<file path="src/rtl/fetch_pkg.sv">
// Shared types and sizes for the fetch sequencer and the fetch datapath.
package fetch_pkg;

  typedef enum logic [1:0] {
    IDLE  = 2'd0,
    RUN   = 2'd1,
    DRAIN = 2'd2,
    DONE  = 2'd3
  } fetch_ctrl_state_t;

  localparam int WIN_ROWS = 32;
  localparam int WROW_W   = $clog2(WIN_ROWS);

  localparam int DEF_ROI_DEPTH = 6;
  localparam int DEF_ROI_WIDTH = 6;
  localparam int DEF_POI_DEPTH = 4;
  localparam int DEF_POI_WIDTH = 4;

  localparam int W_ADDR_W   = DEF_ROI_DEPTH + DEF_ROI_WIDTH;
  localparam int POI_ADDR_W = DEF_POI_DEPTH + DEF_POI_WIDTH;

endpackage

</file>
<file path="src/rtl/fetch_ctrl_addr_gen.sv">
// Combinational address generation: clamped window column, vertically
// wrapping window row and wrapping POI index.
module fetch_ctrl_addr_gen
  import fetch_pkg::*;
#(
  parameter int ROI_DEPTH = DEF_ROI_DEPTH,
  parameter int ROI_WIDTH = DEF_ROI_WIDTH,
  parameter int POI_DEPTH = DEF_POI_DEPTH,
  parameter int POI_WIDTH = DEF_POI_WIDTH
) (
  input  logic [ROI_WIDTH-1:0]           win_x_i,
  input  logic [ROI_DEPTH-1:0]           win_y_i,
  input  logic [WROW_W-1:0]              r_i,
  input  logic [POI_DEPTH+POI_WIDTH-1:0] poi_first_i,
  input  logic [POI_DEPTH+POI_WIDTH-1:0] k_i,
  output logic [ROI_DEPTH+ROI_WIDTH-1:0] w_addr_o,
  output logic [POI_DEPTH+POI_WIDTH-1:0] poi_addr_o
);

  // Rightmost column origin that still keeps a full window row inside one ROI row.
  localparam logic [ROI_WIDTH-1:0] X_MAX = ROI_WIDTH'((1 << ROI_WIDTH) - WIN_ROWS);

  logic [ROI_WIDTH-1:0] x_clamped;
  logic [ROI_DEPTH-1:0] y_row;

  always_comb begin
    x_clamped  = (win_x_i > X_MAX) ? X_MAX : win_x_i;
    y_row      = win_y_i + ROI_DEPTH'(r_i);
    w_addr_o   = {y_row, x_clamped};
    poi_addr_o = poi_first_i + k_i;
  end

endmodule

</file>
<file path="src/rtl/fetch_ctrl.sv">
// Fetch sequencer: walks POIs and issues 32 window-row reads per POI with backpressure.
// Optional FETCH_CTRL_PERF_EN adds saturating stall/row performance counters.
module fetch_ctrl
  import fetch_pkg::*;
#(
  parameter int ROI_DEPTH = DEF_ROI_DEPTH,
  parameter int ROI_WIDTH = DEF_ROI_WIDTH,
  parameter int POI_DEPTH = DEF_POI_DEPTH,
  parameter int POI_WIDTH = DEF_POI_WIDTH
) (
  input  logic                             clk,
  input  logic                             reset,
  input  logic                             start,
  input  logic [ROI_WIDTH-1:0]             win_x,
  input  logic [ROI_DEPTH-1:0]             win_y,
  input  logic [POI_DEPTH+POI_WIDTH-1:0]   poi_first,
  input  logic [POI_DEPTH+POI_WIDTH:0]     poi_count,
  input  logic                             ready,
  output logic                             fetch_en,
  output logic [ROI_DEPTH+ROI_WIDTH-1:0]   w_addr_re,
  output logic [POI_DEPTH+POI_WIDTH-1:0]   POI_addr_re,
  output logic [4:0]                       w_row,
  output logic                             data_valid,
  output logic                             data_last,
  output logic                             busy,
  output logic                             done
`ifdef FETCH_CTRL_PERF_EN
  ,
  output logic [15:0]                      stall_cnt,
  output logic [15:0]                      row_cnt
`endif
);

  localparam int AW = ROI_DEPTH + ROI_WIDTH;
  localparam int PW = POI_DEPTH + POI_WIDTH;
  localparam int CW = PW + 1;
  localparam logic [WROW_W-1:0] R_LAST = WROW_W'(WIN_ROWS - 1);

  fetch_ctrl_state_t state_q, state_d;
  logic [WROW_W-1:0]    r_q, r_d;
  logic [PW-1:0]        k_q, k_d;
  logic [ROI_WIDTH-1:0] win_x_q, win_x_d;
  logic [ROI_DEPTH-1:0] win_y_q, win_y_d;
  logic [PW-1:0]        poi_first_q, poi_first_d;
  logic [CW-1:0]        poi_count_q, poi_count_d;
  logic                 dv_q, dv_d;
  logic                 dl_q, dl_d;
  logic                 is_final;
  logic                 start_accept;

  logic [AW-1:0] gen_w_addr;
  logic [PW-1:0] gen_poi_addr;

  fetch_ctrl_addr_gen #(
    .ROI_DEPTH (ROI_DEPTH),
    .ROI_WIDTH (ROI_WIDTH),
    .POI_DEPTH (POI_DEPTH),
    .POI_WIDTH (POI_WIDTH)
  ) u_addr_gen (
    .win_x_i     (win_x_q),
    .win_y_i     (win_y_q),
    .r_i         (r_q),
    .poi_first_i (poi_first_q),
    .k_i         (k_q),
    .w_addr_o    (gen_w_addr),
    .poi_addr_o  (gen_poi_addr)
  );

  always_comb begin
    state_d      = state_q;
    r_d          = r_q;
    k_d          = k_q;
    win_x_d      = win_x_q;
    win_y_d      = win_y_q;
    poi_first_d  = poi_first_q;
    poi_count_d  = poi_count_q;
    dv_d         = 1'b0;
    dl_d         = 1'b0;
    fetch_en     = 1'b0;
    busy         = 1'b0;
    done         = 1'b0;
    start_accept = 1'b0;
    is_final     = (r_q == R_LAST) && ({1'b0, k_q} == (poi_count_q - CW'(1)));

    case (state_q)
      IDLE: begin
        if (start) begin
          start_accept = 1'b1;
          win_x_d      = win_x;
          win_y_d      = win_y;
          poi_first_d  = poi_first;
          poi_count_d  = poi_count;
          r_d          = '0;
          k_d          = '0;
          state_d      = (poi_count == '0) ? DONE : RUN;
        end
      end
      RUN: begin
        busy     = 1'b1;
        fetch_en = ready;
        if (ready) begin
          dv_d = 1'b1;
          dl_d = is_final;
          if (r_q == R_LAST) begin
            r_d = '0;
            k_d = k_q + PW'(1);
            if (is_final) begin
              state_d = DRAIN;
            end
          end else begin
            r_d = r_q + WROW_W'(1);
          end
        end
      end
      DRAIN: begin
        // Last row's data_valid lands here, one cycle after its fetch_en.
        busy    = 1'b1;
        state_d = DONE;
      end
      DONE: begin
        done    = 1'b1;
        state_d = IDLE;
      end
      default: state_d = IDLE;
    endcase
  end

  always_ff @(posedge clk) begin
    if (!reset) begin
      state_q     <= IDLE;
      r_q         <= '0;
      k_q         <= '0;
      win_x_q     <= '0;
      win_y_q     <= '0;
      poi_first_q <= '0;
      poi_count_q <= '0;
      dv_q        <= 1'b0;
      dl_q        <= 1'b0;
    end else begin
      state_q     <= state_d;
      r_q         <= r_d;
      k_q         <= k_d;
      win_x_q     <= win_x_d;
      win_y_q     <= win_y_d;
      poi_first_q <= poi_first_d;
      poi_count_q <= poi_count_d;
      dv_q        <= dv_d;
      dl_q        <= dl_d;
    end
  end

  // Addresses are only meaningful while reading; elsewhere they read as zero.
  assign w_addr_re   = (state_q == RUN) ? gen_w_addr : '0;
  assign POI_addr_re = (state_q == RUN) ? gen_poi_addr : '0;
  assign w_row       = (state_q == RUN) ? 5'(r_q) : 5'd0;
  assign data_valid  = dv_q;
  assign data_last   = dl_q;

`ifdef FETCH_CTRL_PERF_EN
  logic [15:0] stall_cnt_q, stall_cnt_d;
  logic [15:0] row_cnt_q, row_cnt_d;

  always_comb begin
    stall_cnt_d = stall_cnt_q;
    row_cnt_d   = row_cnt_q;
    if (start_accept) begin
      stall_cnt_d = '0;
      row_cnt_d   = '0;
    end else begin
      if ((state_q == RUN) && !ready && (stall_cnt_q != 16'hFFFF)) begin
        stall_cnt_d = stall_cnt_q + 16'd1;
      end
      if (fetch_en && (row_cnt_q != 16'hFFFF)) begin
        row_cnt_d = row_cnt_q + 16'd1;
      end
    end
  end

  always_ff @(posedge clk) begin
    if (!reset) begin
      stall_cnt_q <= '0;
      row_cnt_q   <= '0;
    end else begin
      stall_cnt_q <= stall_cnt_d;
      row_cnt_q   <= row_cnt_d;
    end
  end

  assign stall_cnt = stall_cnt_q;
  assign row_cnt   = row_cnt_q;
`endif

endmodule

</file>
<file path="config.mk">
export PLATFORM = sky130hd
export DESIGN_NAME = fetch_ctrl
export DESIGN_NICKNAME = d
export VERILOG_FILES = /design/src/rtl/fetch_pkg.sv /design/src/rtl/fetch_ctrl_addr_gen.sv /design/src/rtl/fetch_ctrl.sv
export SDC_FILE = /design/constraint.sdc
export NUM_CORES = 1
export LEC_CHECK = 0
export CAP_MARGIN = 20
export CORE_UTILIZATION = 30
export CTS_CLUSTER_SIZE = 10
export DETAILED_ROUTE_END_ITERATION = 7
export HOLD_SLACK_MARGIN = 0.08
export PLACE_DENSITY = 0.59
export RECOVER_POWER = 50
export SYNTH_ARGS = -nofsm -noshare
export SYNTH_HDL_FRONTEND = slang
export SYNTH_SLANG_ARGS = --single-unit
</file>
<file path="constraint.sdc">
create_clock -name clk -period 2.27 [get_ports clk]
set_clock_uncertainty 0.2 [all_clocks]
set_input_delay 0.227 -clock clk [delete_from_list [all_inputs] [get_ports clk]]
set_output_delay 0.227 -clock clk [all_outputs]
set_load 0.05 [all_outputs]
</file>
==> summary by stage <==
Global route
The global-route met1 utilization is 18.8%. The met2 track demand over resource in global routing is 29.1%. The total congestion overflow is 0. Entering global routing, the biggest net connects 20 pins. In the global route stage, overall resource usage came out at 16.0%. The global-route track usage on met3 is 3.44%.

The most congested layer reported by global routing is met2. The via count of the first global-routing pass is 2586. The number of antenna violations at the first check in global routing was 0.

The global-route wire length before repair is roughly 12000 microns.

Drt
The detail route stage leaves a number of antenna-violating nets equal to 0. After detailed routing, the number of vias per cell comes to 4.69. The first detailed-routing pass took 6 iterations. After the first detailed-routing iteration, the DRC count stood at 91. After detailed routing, the number of remaining DRC violations is 2. Across all layers, the routed design uses 2472 vias.

The final routed wirelength across all metal layers is roughly 7100 microns. After detailed routing, the average wire length per cell comes to 13.5 microns.

STA
The final count of pins violating max slew is 0. Setup repair after global routing could not meet its margin everywhere. The peak clock frequency supported by timing is 0.381 GHz. Subtracting the final worst setup slack from the clock period gives approximately 2.6 ns. The transition time at the pin with the least slew margin is around 0.6 ns. The count of final hold-check violations came to 0. The number of setup violations in the final report is 6.

The final worst-path cycle share is 116%. The worst pin sits at a relative slew slack of roughly three fifths. Across all setup checks in the final design, the least slack found is -0.354 ns.

After routing, the total negative slack on setup checks comes to -1.17 ns.

Power and ir drop
The analysis attributes to cell leakage a power of 1.73 nW. The worst-case vdd ir drop is a little under 0.5 mV. For this design the ratio of total power to cell area is 808 nW/um^2.

Yosys
After synthesis the netlist holds a flip-flop and latch count of 46. After technology mapping, the gate count stands at roughly 330. Yosys printed 0 warnings.

Sequential cells were found to cover approximately a third of the synthesized design area. The distinct cell type count after synthesis is 39. The total nets after synthesis is 387. The summed instance area of the synthesized netlist is 2750 sq um.

The average size of a mapped cell is 8.32 sq um.

Clock tree
The total number of H-tree levels is 2. After clock tree synthesis, the clock-pin slew on the worst setup and hold paths is about 0.090 ns. The clock root buffer is sky130_fd_sc_hd__clkbuf_8.

Clock latency on the worst-skew pair, taken at its later pin, is 0.30 ns. TritonCTS built the clock tree. In this run the deepest clock path goes through 2 buffers. The number of buffers added by the clock tree synthesis step is 5. The clock net in this run drives a total of 46 sinks.

The number of hold buffers added after CTS was 0.

Setup path
Data on the critical path is required at its endpoint by about 1.8 ns. Measured in cells, the most critical reg-to-reg path has a length of 6. STA classifies the critical path startpoint as a flip-flop.

The critical path is of the flip-flop to output pin type. Across all register-to-register paths, the minimum setup slack is 0.10 ns. The top fanout value on the critical path is 2.

Traced cell by cell, the critical path runs through ha_4 > a21o_1 > a21oi_2 > o21bai_2 > a2111oi_4 > o21a_1 > o21a_4 > buf_12. The critical path's largest stage delay is around 0.39 ns. The largest individual stage delay along the critical path comes from the cell sky130_fd_sc_hd__dfxtp_2. The endpoint of the lowest-slack register-to-register path is state_q[1]. Data on the critical path arrives at its endpoint at 2.20 ns. The category of the worst setup path capture point is an output pin. The startpoint of the lowest-slack register-to-register path is poi_count_q[2].

Die
The vertical die dimension is 97.8 microns. After floorplanning, the core was divided into 34 placement rows. The I/O pin total is 63.

The die is 97.8 microns wide. The overall die area is 9560 sq um. The starting utilization of the core area is 31.3%. The core region is 8810 sq um.

Layout
The area growth from synthesis to layout is 56.0%. The layout has 828 filler cells. Leaving out fill and tap cells, the most frequent cell in the layout is sky130_fd_sc_hd__nand2_1. Leaving out fill and tap cells, the most frequent cells in the layout are sky130_fd_sc_hd__nand2_1, sky130_fd_sc_hd__dfxtp_1, sky130_fd_sc_hd__clkdlybuf4s50_1. The post-layout net count is 474. The repair_antennas step left the layout with diodes totalling 0. In the final layout, the share of cells above drive strength 1 is 26.0%.

Hold path
The worst min-delay path class is flip-flop to flip-flop. The worst hold path terminates at win_x_q[3]. The depth of the worst hold-timing path is 2. The startpoint of the worst hold path is win_x_q[3].

Placed design
Detailed placement finished with a half-perimeter wire length of 5310 microns. The count of port buffers added during placement is between 60 and 70. OpenSTA, run right after detailed placement, puts the worst setup slack at -0.143 ns. At the end of routability-driven placement, the weighted congestion stood at 0.782.

Outcome
The checks that failed: design-rule violations, negative setup slack. The run finished, with violations left.

Run
The number of max-cap violations is 0.
worst max-delay path: cells and delay by family (launching register included):
kind	cells	cell delay (ns)
adder cells (fa/ha/maj)	1	0.21
AO/OA/AOI/OAI	6	1.17
flip-flops	1	0.39
buffers and inverters	1	0.13
metrics by stage:
stage                     utilization [%]  total power [W]  std cells  hold slack (ns)  instance area, sq um
after floorplan                         -          0.00205        331            0.172                  2790
after global placement               44.6          0.00266        511            0.245                  3930
after detailed placement             44.6          0.00268        511            0.255                  3930
after CTS                            48.2          0.00348        525            0.267                  4240
after global routing                 48.8          0.00369        527            0.281                  4300
final                                48.8          0.00347        527            0.263                  4300
flip-flops by register name, summed over array words and instances, names as in the netlist:
register and flops:
poi_count_q 9, k_q 8, poi_first_q 8, win_x_q 6, win_y_q 6, r_q 5
state_q 2, data_last 1, data_valid 1
worst max-delay path by stage:
stage                               from        endpoint  slack [ns]  cells past startpoint
after floorplan                   k_q[0]  POI_addr_re[6]       -0.09                      8
after global placement            k_q[0]  POI_addr_re[6]       -0.11                      9
after detailed placement  poi_first_q[1]  POI_addr_re[7]       -0.14                      8
after CTS                         k_q[1]  POI_addr_re[6]       -0.33                      9
after global routing              k_q[1]  POI_addr_re[7]       -0.46                      8
final                             k_q[1]  POI_addr_re[7]       -0.35                      8
power breakdown:
group          internal (W)  switching, W  leakage [nW]
logic              0.000723      0.000988          1.28
clock network      0.000441      0.000296        0.0683
registers          0.000924     0.0000995         0.381
repair_timing:
item / 4_1_cts / 5_1_grt
pin swaps: 18 / 18
gates resized for setup: 25 / 15
setup buffers: 6 / 3
setup endpoints to repair: 8 / 19
hold endpoints to repair: 0 / 0
cloned: 0 / 0
cell usage after synthesis:
| master | number | share of area (%) |
|---|---|---|
| sky130_fd_sc_hd__ha_1 | 21 | 9.5 |
| sky130_fd_sc_hd__buf_2 | 1 | 0.18 |
| sky130_fd_sc_hd__a41oi_2 | 1 | 0.59 |
| sky130_fd_sc_hd__clkbuf_1 | 12 | 1.6 |
| sky130_fd_sc_hd__nand3_1 | 3 | 0.55 |
| sky130_fd_sc_hd__nor4_1 | 4 | 0.91 |
| sky130_fd_sc_hd__a21boi_0 | 30 | 8.2 |
| sky130_fd_sc_hd__nand4b_1 | 2 | 0.64 |
| sky130_fd_sc_hd__inv_1 | 10 | 1.4 |
| sky130_fd_sc_hd__nor3_1 | 3 | 0.55 |
| sky130_fd_sc_hd__nor2_1 | 27 | 3.7 |
| sky130_fd_sc_hd__a21o_1 | 3 | 0.82 |
| sky130_fd_sc_hd__o21ai_0 | 4 | 0.73 |
| sky130_fd_sc_hd__nor3b_1 | 1 | 0.27 |
| sky130_fd_sc_hd__nand2_1 | 67 | 9.1 |
| sky130_fd_sc_hd__and3_1 | 3 | 0.68 |
| sky130_fd_sc_hd__xnor2_1 | 15 | 4.8 |
| sky130_fd_sc_hd__o21ai_1 | 1 | 0.18 |
| sky130_fd_sc_hd__or4_1 | 1 | 0.27 |
| sky130_fd_sc_hd__nor2b_1 | 5 | 1.1 |
| sky130_fd_sc_hd__fa_1 | 2 | 1.5 |
| sky130_fd_sc_hd__o2111ai_1 | 1 | 0.32 |
| sky130_fd_sc_hd__mux2i_1 | 5 | 1.8 |
| sky130_fd_sc_hd__dfxtp_1 | 46 | 33 |
| sky130_fd_sc_hd__and2_1 | 17 | 3.9 |
| sky130_fd_sc_hd__o21bai_1 | 3 | 0.82 |
| sky130_fd_sc_hd__nand2b_1 | 3 | 0.68 |
| sky130_fd_sc_hd__and3_2 | 1 | 0.27 |
| sky130_fd_sc_hd__o21a_1 | 2 | 0.55 |
| sky130_fd_sc_hd__or2_2 | 1 | 0.23 |
| sky130_fd_sc_hd__or4_4 | 1 | 0.41 |
| sky130_fd_sc_hd__nand4_1 | 3 | 0.68 |
| sky130_fd_sc_hd__a31oi_1 | 1 | 0.23 |
| sky130_fd_sc_hd__a21oi_1 | 10 | 1.8 |
| sky130_fd_sc_hd__xor2_1 | 16 | 5.1 |
| sky130_fd_sc_hd__a211o_1 | 1 | 0.32 |
| sky130_fd_sc_hd__nor4_4 | 2 | 1.5 |
| sky130_fd_sc_hd__a2111oi_0 | 1 | 0.32 |
| sky130_fd_sc_hd__and4_1 | 1 | 0.32 |
kinds of logic after synthesis:
logic type | Yosys count | share of synthesized area (%)
AO/OA/AOI/OAI | 58 | 14.9
XOR/XNOR | 31 | 9.86
adder cells (fa/ha/maj) | 23 | 11.0
buffers and inverters | 23 | 3.18
flip-flops | 46 | 33.5
multiplexers | 5 | 1.82
AND/OR/NAND/NOR | 145 | 25.8
routing by layer:
| metal | routed length, microns | up-vias |
|---|---|---|
| met2 | 3630 | 44 |
| li1 | - | 1283 |
| met1 | 3090 | 1137 |
| met4 | 95 | 0 |
| met3 | 314 | 8 |
| met5 | 0 | - |
cell type report:
class | instances | area (sq um) | area share [%]
multi-input cells | 262 | 1920 | 44.8
inverters | 10 | 37.5 | 0.874
well taps | 108 | 135 | 3.15
repair buffers | 93 | 1120 | 26.0
clock buffers | 5 | 68.8 | 1.60
clock inverters | 3 | 68.8 | 1.60
flip-flops and latches | 46 | 943 | 22.0
No activity file was read; power rests on OpenSTA's default activity.
